$ cat src/rtl/dma_word_fifo.sv
// dma_word_fifo: word FIFO between DMA fetch and deposit sides with occupancy, sticky errors and byte count
module dma_word_fifo #(
  parameter int DATA_W    = 32,
  parameter int DEPTH     = 16,
  parameter int AF_THRESH = 12
) (
  input  logic                       clk,
  input  logic                       rst,
  input  logic                       clr,
  input  logic                       fifo_wr_en,
  input  logic [DATA_W-1:0]          wr_data,
  input  logic                       fifo_rd_en,
  output logic [DATA_W-1:0]          rd_data,
  output logic                       rd_valid,
  output logic                       full,
  output logic                       empty,
  output logic                       almost_full,
  output logic [$clog2(DEPTH):0]     level,
  output logic [31:0]                bytes_out,
  output logic                       ovf,
  output logic                       udf
);
  localparam int AW = $clog2(DEPTH);
  localparam int LW = AW + 1;
  logic [DATA_W-1:0] mem [DEPTH];
  logic [AW-1:0] wp, rp;
  logic pop_ok, push_ok;
  assign full        = level == LW'(DEPTH);
  assign empty       = level == '0;
  assign almost_full = level >= LW'(AF_THRESH);
  assign pop_ok      = fifo_rd_en && !empty;
  // a pop in the same cycle frees the slot, so a full FIFO can still take a push
  assign push_ok     = fifo_wr_en && (!full || pop_ok);
  always_ff @(posedge clk)
    if (push_ok && !clr && !rst) mem[wp] <= wr_data;
  always_ff @(posedge clk or posedge rst)
    if (rst) begin
      wp        <= '0;
      rp        <= '0;
      level     <= '0;
      rd_data   <= '0;
      rd_valid  <= 1'b0;
      bytes_out <= '0;
      ovf       <= 1'b0;
      udf       <= 1'b0;
    end else if (clr) begin
      wp        <= '0;
      rp        <= '0;
      level     <= '0;
      rd_data   <= '0;
      rd_valid  <= 1'b0;
      bytes_out <= '0;
      ovf       <= 1'b0;
      udf       <= 1'b0;
    end else begin
      if (push_ok) wp <= wp + 1'b1;
      if (pop_ok) begin
        rp        <= rp + 1'b1;
        rd_data   <= mem[rp];
        bytes_out <= bytes_out + 32'(DATA_W/8);
      end
      rd_valid <= pop_ok;
      level    <= (push_ok && !pop_ok) ? level + 1'b1 : (pop_ok && !push_ok) ? level - 1'b1 : level;
      ovf      <= ovf | (fifo_wr_en && !push_ok);
      udf      <= udf | (fifo_rd_en && !pop_ok);
    end
endmodule

$ cat config.mk
export PLATFORM = sky130hd
export DESIGN_NAME = dma_word_fifo
export DESIGN_NICKNAME = d
export VERILOG_FILES = /design/src/rtl/dma_word_fifo.sv
export SDC_FILE = /design/constraint.sdc
export NUM_CORES = 1
export LEC_CHECK = 0
export BUFFER_PORTS_ARGS = -buffer_cell sky130_fd_sc_hd__buf_2
export CORE_MARGIN = 5
export CORE_UTILIZATION = 30
export CTS_CLUSTER_SIZE = 16
export DETAILED_ROUTE_END_ITERATION = 8
export GPL_TIMING_DRIVEN = 1
export PLACE_DENSITY_LB_ADDON = 0.05
export REMOVE_ABC_BUFFERS = 1
export SLEW_MARGIN = 10
export SYNTH_ARGS = -nofsm -noshare
export SYNTH_HDL_FRONTEND = slang
export SYNTH_SLANG_ARGS = --single-unit
$ cat constraint.sdc
create_clock -name clk -period 10.6 [get_ports clk]
set_clock_uncertainty 0.05 [all_clocks]
set_input_delay 0.53 -clock clk [delete_from_list [all_inputs] [get_ports clk]]
set_output_delay 0.53 -clock clk [all_outputs]
set_load 0.01 [all_outputs]
==> flow_summary.toml <==
[floorplanning]
dieHeight_um = 287
fp.dieW_um = 287
rows = 101
start_util_pct = 30.3
io_pins = 112
dieArea_mm2 = 0.0825
core_mm2 = 0.0761

[cts]
clk_pin_slew_ns = 0.06
postCtsSetupBuffers = 0
clock_latency_ns = 0.59
cts-htree-levels = 3
clock_path_buffers = 3
cts_num_sinks = 590
root_buffer = "clkbuf_16"
cts_buffers = 70
cts_tree = "yes"

[final_layout]
drive_gt1_share_pct = 29.6
final_common_cell = "edfxtp_1"
multi_input_area_mm2 = 0.00554
area_delta_synth_final_pct = 18.6
num_antenna_cells = 0
finalCoreUtilization_pct = 35.9
num-fill-cells = 7148
nNetsFinal = 1342
mostFrequentLayoutCells = "512 x edfxtp_1, 128 x mux4_2, 108 x buf_2, 75 x dfrtp_1, 74 x clkbuf_16"
register_area_mm2 = 0.0173

[grt]
grt_max_degree = 53
grt_usage_pct = 14.4
grt_first_pass_wirelength_um = 87400
gr-total-overflow = 0
grt_pass1_vias = 12400
antenna_found_initial = 2

[worst_setup_path]
cp_max_fo = 18
endpoint_kind = "flip-flop"
worstSetupPathType = "flip-flop to flip-flop"
startpoint_type = "flip-flop"
crit_arrival_ns = 3.71
cp.required_ns = 10.77

[timing]
fin_crit_ns = 3.53
maxSlewHeadroom_pct = 22.8
finalHoldViolCount = 0
max_clock_freq_mhz = 283
final.period_utilization_pct = 33.3
tightest_slew_ns = 1.16
fin_tns_setup_ns = 0
rsz0062_at_grt = "false"
setup_viol = 0
maxSlewViolCount = 0
whs_ns = 0.224

[route]
routed_wl_um = 59100
vias = 11400
routedWlPerCell_um = 24.8
ant_nets = 0
drt_pass1_iterations = 4
vias_per_cell = 4.80
drt_iter0_drc = 643
drc_errors = 0

[synthesis]
async_flop_share_pct = 13.2
yosysUniqueCellTypes = 51
synth_top_area_share_pct = 66.7
synth_area_leader_cell = "edfxtp_1"
netlist_area_mm2 = 0.0231
syn_area_per_cell_um2 = 20.1
synth-edff-count = 512
syn_inst = 1147
synth.yosys.warnings = 0
synth-main-ff-cell = "edfxtp_1"
synthTopCellsByArea = "edfxtp_1 67%, mux4_2 13%, dfrtp_1 8.5%"
ys_seq_area_share_pct = 75.2
ys_ff_latch = 590

[place]
gp_congestion = 0.689
port_buffers = 109
dp_hpwl_um = 32300

[pwr]
peakVddDrop_mv = 0.108
leakage_nw = 8.84
p_per_area_mw_per_mm2 = 202

[status]
outcome = "finished, final reports clean"

[hold_path]
hp-class = "primary input to flip-flop"

[flow_run]
cap_violations = 0
==> stage by stage <==
stage	area [µm²]	power, mW	setup WS, ns	instances
floorplan	22800	2.94	4.49	1081
global placement	25000	3.15	6.75	2251
detailed placement	25000	3.15	6.67	2251
CTS	27300	5.62	6.64	2382
global route	27300	5.76	6.76	2382
finish	27300	5.52	7.07	2382
==> final cells by class <==
cell class | count | share of cell area [%]
Sequential cell | 590 | 63.4
Multi-Input combinational cell | 480 | 20.3
Clock buffer | 110 | 7.63
Tap cell | 1030 | 4.71
Timing Repair Buffer | 141 | 2.89
Clock inverter | 20 | 0.906
Inverter | 11 | 0.160
==> routing by layer <==
layer | track usage [%] | wire length (µm) | share of wire [%] | up-vias
met4 | 3.74 | 1050 | 1.8 | 4
met2 | 23.3 | 28100 | 48 | 227
li1 | - | - | - | 4999
met3 | 2.97 | 2810 | 4.7 | 75
met1 | 19.9 | 27100 | 46 | 6130
met5 | 0 | 27 | 0.046 | -
==> logic make-up after synthesis <==
kind of cell	share of synthesized area [%]
XOR/XNOR	0.988
other	0.0163
AND/OR/NAND/NOR	4.03
flip-flops	75.2
AO/OA/AOI/OAI	2.32
buffers and inverters	1.37
multiplexers	15.5
adder cells (fa/ha/maj)	0.630
==> power breakdown <==
part	internal, mW	total (mW)	switching [mW]
Combinational	0.169	0.438	0.269
Sequential	2.59	2.65	0.0692
Clock	1.48	2.42	0.945
==> critical path, stage by stage (launching register included) <==
cell and delay (ns):
dfrtp_1 0.47, or4_1 0.40, o21ai_1 0.28, nor3_1 0.41, nand2_1 0.31, nor2_4 0.70
buf_4 0.53
==> sequential cells by signal, indices dropped and copies added, names as in the netlist, 4 cells and up <==
| signal | count |
|---|---|
| bytes_out | 30 |
| level | 5 |
| wp | 4 |
| rd_data | 32 |
| mem | 512 |
| rp | 4 |
==> worst paths after layout <==
check / start / slack [ns] / to / cells past startpoint
max: level[0]$_DFFE_PP0P_ / 7.07 / mem[9][8]$_DFFE_PP_ / 6
min: fifo_wr_en / 0.22 / ovf$_DFF_PP0_ / 3
max reg2reg: level[0]$_DFFE_PP0P_ / 7.07 / mem[9][8]$_DFFE_PP_ / 6
min reg2reg: udf$_DFF_PP0_ / 0.45 / udf$_DFF_PP0_ / 2
max in group asynchronous: rst / 8.64 / rp[1]$_DFFE_PP0N_ / 4
min in group asynchronous: rst / 0.52 / wp[1]$_DFFE_PP0P_ / 3
==> timing repair <==
action	CTS	global route
endpoints found under the hold margin	26	0
hold buffers	1	0
resized for setup	0	0
==> cells in the mapped netlist (2+ instances only) <==
cell type	count
o21ai_0	10
buf_1	7
and3_1	2
nor4_1	6
nand2_1	28
or3_1	10
mux2i_1	65
xor2_1	8
edfxtp_1	512
nand3b_1	34
a21oi_1	15
or4_1	3
dfrtp_1	78
ha_1	10
mux2_2	2
nor3_1	10
buf_4	2
xnor2_1	18
inv_1	11
buf_2	13
o31ai_1	3
nor2_1	48
clkbuf_1	45
nand2b_1	4
mux4_2	128
nand3_1	11
nand4_1	5
o221ai_1	32
and4_1	2
nor2b_1	3
o2111ai_1	2
No activity file was read; power rests on OpenSTA's default activity.
